===== src/rtl/cr_xp10_decomp_be_err_stat_pkg.sv =====
// Shared types for the decompressor back-end error/status block:
// status record layout and the intake FSM encoding.
package cr_xp10_decompPKG;

    localparam int unsigned BE_ERR_TAG_W = 8;

    typedef struct packed {
        logic [BE_ERR_TAG_W-1:0] tag;
        logic                    size_err;
        logic                    crc_err;
    } be_err_stat_t;

    typedef enum logic {
        BE_ERR_RUN  = 1'b0,
        BE_ERR_HALT = 1'b1
    } be_err_state_e;

endpackage


===== src/rtl/cr_xp10_decomp_be_err_stat_fifo.sv =====
// nx_fifo: registered-storage synchronous FIFO, no fall-through.
// Push is ignored when full and pop is ignored when empty.
module nx_fifo #(
    parameter int unsigned DEPTH = 4,
    parameter int unsigned WIDTH = 10
) (
    input  logic             clk,
    input  logic             rst,
    input  logic             push,
    input  logic [WIDTH-1:0] wdata,
    input  logic             pop,
    output logic [WIDTH-1:0] rdata,
    output logic             empty,
    output logic             full
);

    localparam int unsigned AW = $clog2(DEPTH);

    logic [AW:0]      wr_q, wr_d, rd_q, rd_d;
    logic [WIDTH-1:0] mem_q [DEPTH];
    logic             push_ok, pop_ok;

    always_comb begin
        empty   = (wr_q == rd_q);
        full    = (wr_q[AW] != rd_q[AW]) && (wr_q[AW-1:0] == rd_q[AW-1:0]);
        push_ok = push && !full;
        pop_ok  = pop && !empty;
        wr_d    = wr_q + {{AW{1'b0}}, push_ok};
        rd_d    = rd_q + {{AW{1'b0}}, pop_ok};
        rdata   = mem_q[rd_q[AW-1:0]];
    end

    always_ff @(posedge clk or posedge rst) begin
        if (rst) begin
            wr_q <= '0;
            rd_q <= '0;
        end else begin
            wr_q <= wr_d;
            rd_q <= rd_d;
        end
    end

    always_ff @(posedge clk) begin
        if (push_ok) mem_q[wr_q[AW-1:0]] <= wdata;
    end

endmodule


===== src/rtl/cr_xp10_decomp_be_err_stat.sv =====
// Back-end error/status collector: queues per-frame check results, keeps
// saturating statistics, irq, and optional halt-on-error. Trace outputs
// are enabled by CR_XP10_DECOMP_BE_ERR_TRACE_EN.
module cr_xp10_decomp_be_err_stat
    import cr_xp10_decompPKG::*;
#(
    parameter int unsigned DEPTH = 4,
    parameter int unsigned TAG_W = 8,
    parameter int unsigned CNT_W = 16
) (
    input  logic             clk,
    input  logic             rst,
    input  logic             chk_done,
    input  logic [TAG_W-1:0] chk_tag,
    input  logic             size_error,
    input  logic             crc_error,
    output logic             chk_ready,
    input  logic             stop_on_err,
    input  logic             resume,
    input  logic             clr_cnt,
    input  logic             irq_clr,
    output logic             stat_valid,
    input  logic             stat_ready,
    output logic [TAG_W-1:0] stat_tag,
    output logic             stat_size_err,
    output logic             stat_crc_err,
    output logic [CNT_W-1:0] frm_cnt,
    output logic [CNT_W-1:0] size_err_cnt,
    output logic [CNT_W-1:0] crc_err_cnt,
    output logic             drop_sticky,
    output logic             halted,
    output logic             irq
`ifdef CR_XP10_DECOMP_BE_ERR_TRACE_EN
    ,
    output logic [TAG_W-1:0] last_err_tag,
    output logic [1:0]       last_err_type
`endif
);

    // FIFO word uses the be_err_stat_t field order {tag, size_err, crc_err}
    localparam int unsigned REC_W = TAG_W + 2;

    be_err_state_e    state_q;
    logic             halted_q;
    logic             fifo_empty, fifo_full;
    logic [REC_W-1:0] fifo_rdata;
    logic             accept, drop, pop, any_err;

    logic [CNT_W-1:0] frm_cnt_q, frm_cnt_d;
    logic [CNT_W-1:0] size_err_cnt_q, size_err_cnt_d;
    logic [CNT_W-1:0] crc_err_cnt_q, crc_err_cnt_d;
    logic             drop_sticky_q, drop_sticky_d;
    logic             irq_q, irq_d;

    function automatic logic [CNT_W-1:0] sat_inc(input logic [CNT_W-1:0] v, input logic en);
        if (en && (v != '1)) return v + 1'b1;
        return v;
    endfunction

    always_comb begin
        chk_ready = (state_q == BE_ERR_RUN) && !fifo_full;
        accept    = chk_done && chk_ready;
        drop      = chk_done && !chk_ready;
        any_err   = size_error || crc_error;
        pop       = stat_valid && stat_ready;
    end

    nx_fifo #(
        .DEPTH (DEPTH),
        .WIDTH (REC_W)
    ) u_stat_fifo (
        .clk   (clk),
        .rst   (rst),
        .push  (accept),
        .wdata ({chk_tag, size_error, crc_error}),
        .pop   (pop),
        .rdata (fifo_rdata),
        .empty (fifo_empty),
        .full  (fifo_full)
    );

    always_comb begin
        stat_valid    = !fifo_empty;
        stat_tag      = fifo_rdata[REC_W-1:2];
        stat_size_err = fifo_rdata[1];
        stat_crc_err  = fifo_rdata[0];
    end

    // Clear is applied first so a same-cycle increment lands on zero
    always_comb begin
        frm_cnt_d      = sat_inc(clr_cnt ? '0 : frm_cnt_q, accept);
        size_err_cnt_d = sat_inc(clr_cnt ? '0 : size_err_cnt_q, accept && size_error);
        crc_err_cnt_d  = sat_inc(clr_cnt ? '0 : crc_err_cnt_q, accept && crc_error);
        drop_sticky_d  = (drop_sticky_q && !clr_cnt) || drop;
        irq_d          = (irq_q && !irq_clr) || (accept && any_err) || drop;
    end

    always_ff @(posedge clk or posedge rst) begin
        if (rst) begin
            frm_cnt_q      <= '0;
            size_err_cnt_q <= '0;
            crc_err_cnt_q  <= '0;
            drop_sticky_q  <= 1'b0;
            irq_q          <= 1'b0;
        end else begin
            frm_cnt_q      <= frm_cnt_d;
            size_err_cnt_q <= size_err_cnt_d;
            crc_err_cnt_q  <= crc_err_cnt_d;
            drop_sticky_q  <= drop_sticky_d;
            irq_q          <= irq_d;
        end
    end

    always_ff @(posedge clk or posedge rst) begin
        if (rst) begin
            state_q  <= BE_ERR_RUN;
            halted_q <= 1'b0;
        end else begin
            case (state_q)
                BE_ERR_RUN: begin
                    if (stop_on_err && accept && any_err) begin
                        state_q  <= BE_ERR_HALT;
                        halted_q <= 1'b1;
                    end
                end
                BE_ERR_HALT: begin
                    if (resume) begin
                        state_q  <= BE_ERR_RUN;
                        halted_q <= 1'b0;
                    end
                end
                default: begin
                    state_q  <= BE_ERR_RUN;
                    halted_q <= 1'b0;
                end
            endcase
        end
    end

    always_comb begin
        frm_cnt      = frm_cnt_q;
        size_err_cnt = size_err_cnt_q;
        crc_err_cnt  = crc_err_cnt_q;
        drop_sticky  = drop_sticky_q;
        halted       = halted_q;
        irq          = irq_q;
    end

`ifdef CR_XP10_DECOMP_BE_ERR_TRACE_EN
    logic [TAG_W-1:0] last_err_tag_q;
    logic [1:0]       last_err_type_q;

    always_ff @(posedge clk or posedge rst) begin
        if (rst) begin
            last_err_tag_q  <= '0;
            last_err_type_q <= '0;
        end else if (accept && any_err) begin
            last_err_tag_q  <= chk_tag;
            last_err_type_q <= {size_error, crc_error};
        end
    end

    always_comb begin
        last_err_tag  = last_err_tag_q;
        last_err_type = last_err_type_q;
    end
`endif

endmodule


===== config.mk =====
export PLATFORM = sky130hd
export DESIGN_NAME = cr_xp10_decomp_be_err_stat
export DESIGN_NICKNAME = d
export VERILOG_FILES = /design/src/rtl/cr_xp10_decomp_be_err_stat_pkg.sv /design/src/rtl/cr_xp10_decomp_be_err_stat_fifo.sv /design/src/rtl/cr_xp10_decomp_be_err_stat.sv
export SDC_FILE = /design/constraint.sdc
export NUM_CORES = 1
export LEC_CHECK = 0
export ABC_AREA = 1
export BUFFER_PORTS_ARGS = -buffer_cell sky130_fd_sc_hd__buf_2
export CORE_MARGIN = 2
export CORE_UTILIZATION = 45
export DETAILED_ROUTE_END_ITERATION = 6
export PLACE_DENSITY = 0.7
export SYNTH_ARGS = -nofsm -noshare
export SYNTH_HDL_FRONTEND = slang
export SYNTH_SLANG_ARGS = --single-unit

===== constraint.sdc =====
create_clock -name clk -period 6.2 [get_ports clk]
set_input_delay 0.31 -clock clk [delete_from_list [all_inputs] [get_ports clk]]
set_output_delay 0.31 -clock clk [all_outputs]
set_load 0.01 [all_outputs]

Word-level counts from Yosys, hierarchy flattened
Memory sizes are Yosys's and may differ from the RTL's.
Index checks and enable logic that the tools add are counted.
- register bits: 58
- memory bits (writable): 40
- bits of input ports: 18
- output and inout port bits: 63
- word-level logic and storage cells: 71
- memories kept: 1
- memory list (name ; depth ; width ; rd ports ; clocked after memory_dff ; wr ports ; line ; source):
    u_stat_fifo.mem_q ; 4 ; 10 ; 1 ; 0 ; 1 ; cr_xp10_decomp_be_err_stat_fifo.sv:20 ; logic [WIDTH-1:0] mem_q [DEPTH];
- add/subtract/negate cells: 5
- equality and inequality tests: 8
- mux-type cells: 20
- bitwise gates (word level): 1
- reduce and logical (&&, ||, !) cells: 27
- operators by type and width (operator ; count):
    16-bit 2-to-1 mux ; 9
    16-bit by 1-bit adder with 16-bit output, second input constant ; 3
    16-bit inequality test, second input constant ; 3
    1-bit logical AND ; 17
    1-bit 2-to-1 mux ; 9
    3-bit by 1-bit adder with 3-bit output ; 2
    1-bit logical NOT ; 5
    1-bit logical OR ; 4
    1-bit one-hot mux with 2 select lines ; 2
    3-bit equality test ; 1
    2-bit equality test ; 1
    2-bit by 1-bit inequality test with 1-bit output, second input constant ; 1
    2-bit inequality test, second input constant ; 1
    2-bit AND reduction ; 1
    1-bit inequality test ; 1
    1-bit NOT ; 1

Longest topological paths before layout
- word-level depth: 9
- mapped depth: 17

By module
A second synthesis with hierarchy kept.
- cell total of the unflattened synthesis: 691
- area total of the unflattened synthesis: 5486.5 um2
- modules (own cells, without submodules) (module ; instances ; cells each ; area an instance (um2) ; sequential area each (um2)):
    cr_xp10_decomp_be_err_stat ; 1 ; 553 ; 3672.3 ; 1301.2
    nx_fifo ; 1 ; 138 ; 1814.2 ; 1351.3

Least setup slack after synthesis
Ideal clock, no wire load.
- path type: in2reg
- start point: in clr_cnt
- end point: reg size_err_cnt_q[6], in the netlist size_err_cnt[6]
- library setup time: 125 ps
- arrival: 2166 ps
- required time: 6075 ps
- path slack: 3910 ps
- stages on the path: 17
- buffers on the path: 6
- cells stage by stage: buf_6 -> inv_2 -> buf_6 -> buf_6 -> buf_6 -> buf_4 -> nand2_1 -> inv_1 -> ha_1 -> nand4_1 -> inv_1 -> nand2_2 -> nor2_8 -> nor2_4 -> buf_6 -> nand2_1 -> nand2_1
- cells in the longest elaborated chain, start to end: 5
- RTL lines (element ; line ; source):
    from (decl) ; cr_xp10_decomp_be_err_stat.sv:20 ; input logic clr_cnt,
    16-bit 2-to-1 mux (*) ; cr_xp10_decomp_be_err_stat.sv:92 ; size_err_cnt_d = sat_inc(clr_cnt ? '0 : size_err_cnt_q, accept && size_error);
    branches (longest 3 deep; another with 16-bit by 1-bit adder with 16-bit output) ; - ;
    16-bit 2-to-1 mux (*) ; cr_xp10_decomp_be_err_stat.sv:57 ; return v;
    via size_err_cnt_d[6] ; cr_xp10_decomp_be_err_stat.sv:50 ; logic [CNT_W-1:0] size_err_cnt_q, size_err_cnt_d;
    to (signal assigned) ; cr_xp10_decomp_be_err_stat.sv:107 ; size_err_cnt_q <= size_err_cnt_d;
    to (decl) ; cr_xp10_decomp_be_err_stat.sv:50 ;
Mark *: on every way through the listed nets, which the timed path passes. The select of a mux whose other input is x is not followed.
A chain may end at the register's enable or synchronous reset.

Worst setup path in the final report
- start point: reg u_stat_fifo.rd_q[0]
- end point: reg size_err_cnt_q[4], in the netlist size_err_cnt[4]
- cells in the longest elaborated chain, start to end: 9
- RTL lines (element ; line ; source):
    from (decl) ; cr_xp10_decomp_be_err_stat_fifo.sv:19 ; logic [AW:0] wr_q, wr_d, rd_q, rd_d;
    from (signal assigned) ; cr_xp10_decomp_be_err_stat_fifo.sv:39 ; rd_q <= rd_d;
    2-bit equality test ; cr_xp10_decomp_be_err_stat_fifo.sv:25 ; full = (wr_q[AW] != rd_q[AW]) && (wr_q[AW-1:0] == rd_q[AW-1:0]);
    1-bit logical AND ; cr_xp10_decomp_be_err_stat_fifo.sv:25 ;
    1-bit logical NOT ; cr_xp10_decomp_be_err_stat.sv:61 ; chk_ready = (state_q == BE_ERR_RUN) && !fifo_full;
    1-bit logical AND ; cr_xp10_decomp_be_err_stat.sv:61 ;
    1-bit logical AND ; cr_xp10_decomp_be_err_stat.sv:62 ; accept = chk_done && chk_ready;
    1-bit logical AND ; cr_xp10_decomp_be_err_stat.sv:92 ;
    1-bit logical AND ; cr_xp10_decomp_be_err_stat.sv:56 ; if (en && (v != '1)) return v + 1'b1;
    1-bit 2-to-1 mux ; cr_xp10_decomp_be_err_stat.sv:56 ;
    16-bit 2-to-1 mux ; cr_xp10_decomp_be_err_stat.sv:57 ;
    via size_err_cnt_d[4] ; cr_xp10_decomp_be_err_stat.sv:50 ;
The timed path passes the listed nets, and every way through them passes these cells.

==> impl_results.md <==
- Status: complete, no violations
- Sw frac: 34.2%
- Pin count of the biggest net entering global routing: 59
- Share of cells above drive strength 1: 19.1%
- #FFs+latches synth: 98
- Clock Path Buffers: 2
- Unrepaired setup endpoints after global routing: no
- Final setup violation count: 0
- Clock latency on the worst-skew pair: 0.35 ns
- Worst Hold Class: in -> async
- CP Class: reg -> reg
- Via count: 4869
- CP Cell Sequence: inv_2, nand2_1, nand2_1, nand3_2, nand4_1, nor2_4, nand2_1, nand2_1
- Clock transition at the registers of the reported paths: 0.07 ns
- DRC: 0
- Int Power: 1.25 mW
- Worst-path maximum fanout: 23
- Netlist Area Pre-Place: 5680 µm²
- Worst path required time: 6.48 ns
- Reg power frac: 44.3%
- Final setup margin: 3.15 ns
- Die Ht: 116 µm
- Avg Cell Area, Syn: 7.95 µm²
- Top post-synthesis cells by area: dfrtp_1 (26%), edfxtp_1 (21%), nand2_1 (16%)
- Number of global-route vias before repair: 4537
- Final hold violations: 0
- Netlist cell types: 30
- Global route overflow: 0
- Reg2reg start: u_stat_fifo.rd_q[0]$_DFF_PP0_
- PwrDens: 293 nW/µm²
- Slowest cell on the critical path: dfrtp_1
- Post-DP HPWL: 8940 µm
- Setup crit start kind: register
- Critical path capture point type: register
- Pleak: 3.28 nW
- Die footprint: 13500 µm²
- Top-count cell post-synth: nand2_1
- Tmin final: 3.05 ns
- Hold_buf cts: 0
- Worst hold slack: 0.171 ns
- Resize count post-CTS: 0
- # fillers: 1190
- CP max stage delay: 0.82 ns
- Yosys top cell by area: dfrtp_1
- CTS Root Cell: clkbuf_16
- List of most frequent post-synthesis cells: nand2_1 (246), nor2_1 (79), inv_1 (71), dfrtp_1 (58), o21ai_0 (46)
- Logic pwr share: 24.7%
- Arrival @ worst endpoint: 3.33 ns
- Layout Skew: 0.00619 ns
- Core ar.: 12500 µm²
- P&R area growth vs syn: 14.1%
- Final cycle utilization of the critical path: 49.2%
- R2r endpoint: size_err_cnt[4]$_DFF_PP0_
- Worst r2r path cells: 8
- Slew Limit Fails: 0
- DRT iter0 DRCs: 339
- Seq/Total Area, Yosys: 46.7%
- Peak supply drop: 0.151 mV
- Syn_nets: 739
- EDFF count, synth: 40
- Sink Count: 98
- Antenna-violating nets left: 0
- Setup bufs post-CTS: 0
- Drt total wl: 13100 µm
- Top FF cell, synth: dfrtp_1
- Critical path launch point: u_stat_fifo.rd_q[0]$_DFF_PP0_
- Asr flop ratio synth: 59.2%
- Slew headroom: 42.0%
- Die X: 116 µm
- Num rows: 41
- Crit path buffers/inverters: 1
- First-pass GRT wire length: 21500 µm
- Levels on crit path: 8
- TritonCTS Buffers: 9
- IO buf count: 80
- Final nets: 814
- Setup TNS: 0 ns
- CTS tree: built
- Top-area cell type share of the netlist area: 25.6%
- Total GRT Usage: 20.3%
- Fmax: 328 MHz
- Worst setup path endpoint: size_err_cnt[4]$_DFF_PP0_
- Post-synthesis cell count: 714
- Post-route total power: 1.90 mW
- # H-tree levels: 3
- IO Pins: 81
- Max Cap Viol: 0
- Initial Utilization: 45.6%
- Antenna cells: 0
- Placer congestion estimate: 0.814
- Syn. warnings: 0
- Pre-CTS setup slack: 3.04 ns
- Antenna violations before repair: 0
- Worst slew pin tran: 0.867 ns
- Pre-antenna DRT Iters: 4
- NetSw: 0.648 mW
- Avg WL per Cell: 13.5 µm
- Reg2Reg Setup Slack: 3.15 ns
- Top delay family on crit path: simple AND/OR/NAND/NOR gates
- Most frequent CP cell: nand2_1
- Vias/cell: 5.04
- Clock power frac: 31.0%
## kinds of logic (layout without fill, tap and decap cells)
| kind of cell | after synthesis | in the layout | share of synthesized area (%) |
|---|---|---|---|
| AND/OR/NAND/NOR | 427 | 427 | 34.3 |
| XOR/XNOR | 23 | 23 | 3.55 |
| buffers and inverters | 97 | 177 | 8.02 |
| adder cells (fa/ha/maj) | 7 | 7 | 1.54 |
| AO/OA/AOI/OAI | 62 | 62 | 5.90 |
| flip-flops | 98 | 98 | 46.7 |
## state kept, by name (all words and copies together), names as in the netlist
name,flops
crc_err_cnt,16
drop_sticky,1
frm_cnt,16
halted,1
irq,1
size_err_cnt,16
state_q,1
u_stat_fifo.mem_q,40
u_stat_fifo.rd_q,3
u_stat_fifo.wr_q,3
## layout by cell type (no fill, tap or decap), types with 8 or more instances in the layout
cell	count
nand2_1	246
buf_2	80
nor2_1	79
inv_1	70
dfrtp_1	58
o21ai_0	46
edfxtp_1	40
nand3_1	29
nand4_1	22
xor2_1	19
nor2_2	15
o22ai_1	10
nor2_4	9
clkbuf_16	9
nand2_2	8
## worst min-delay path by stage
stage	cells after the start	slack, ns	startpoint	end
5_1_grt	1	0.17	chk_tag[0]	u_stat_fifo.mem_q[1][2]$_DFFE_PP_
6_report	3	0.17	rst	size_err_cnt[14]$_DFF_PP0_
3_3_place_gp	2	0.47	halted$_DFFE_PP0P_	halted$_DFFE_PP0P_
3_5_place_dp	2	0.47	halted$_DFFE_PP0P_	halted$_DFFE_PP0P_
2_1_floorplan	0	0.41	crc_error	u_stat_fifo.mem_q[0][0]$_DFFE_PP_
4_1_cts	1	0.16	chk_tag[1]	u_stat_fifo.mem_q[0][3]$_DFFE_PP_
## power groups by stage
stage               clock [mW]  sequential (mW)  combinational, mW
floorplan                    0            0.828              0.330
global placement             0            0.852              0.463
detailed placement           0            0.856              0.472
CTS                      0.602            0.842              0.473
global route             0.631            0.853              0.528
finish                   0.588            0.841              0.468
## final cells by class
cell class	instances	area, µm²	area share [%]
multi-input combinational	519	2570	39.7
sequential	98	2650	40.9
tap	172	215	3.32
clock inverter	7	87.6	1.35
timing repair buffer	86	445	6.88
clock buffer	9	225	3.48
inverter	75	282	4.35
## worst min-delay path: stages
cell and delay (ns):
buf_2 0.10, inv_2 0.03, buf_4 0.59
## metal layers
metal | GRT usage (%) | part of all wire, % | vias up
met2 | 33.2 | 47 | 114
met1 | 27.7 | 46 | 2295
met4 | 6.59 | 1.5 | 0
met5 | 0 | 0 | -
met3 | 3.53 | 5.0 | 17
li1 | - | - | 2443
## through the flow
step,cell area [µm²],util (%),cells
final,6480,52.0,966
after global routing,6480,52.0,966
after CTS,6480,52.0,966
after detailed placement,6170,49.5,950
after global placement,6170,49.5,950
after floorplan,5680,-,714
Power figures use the tool's default switching activity.
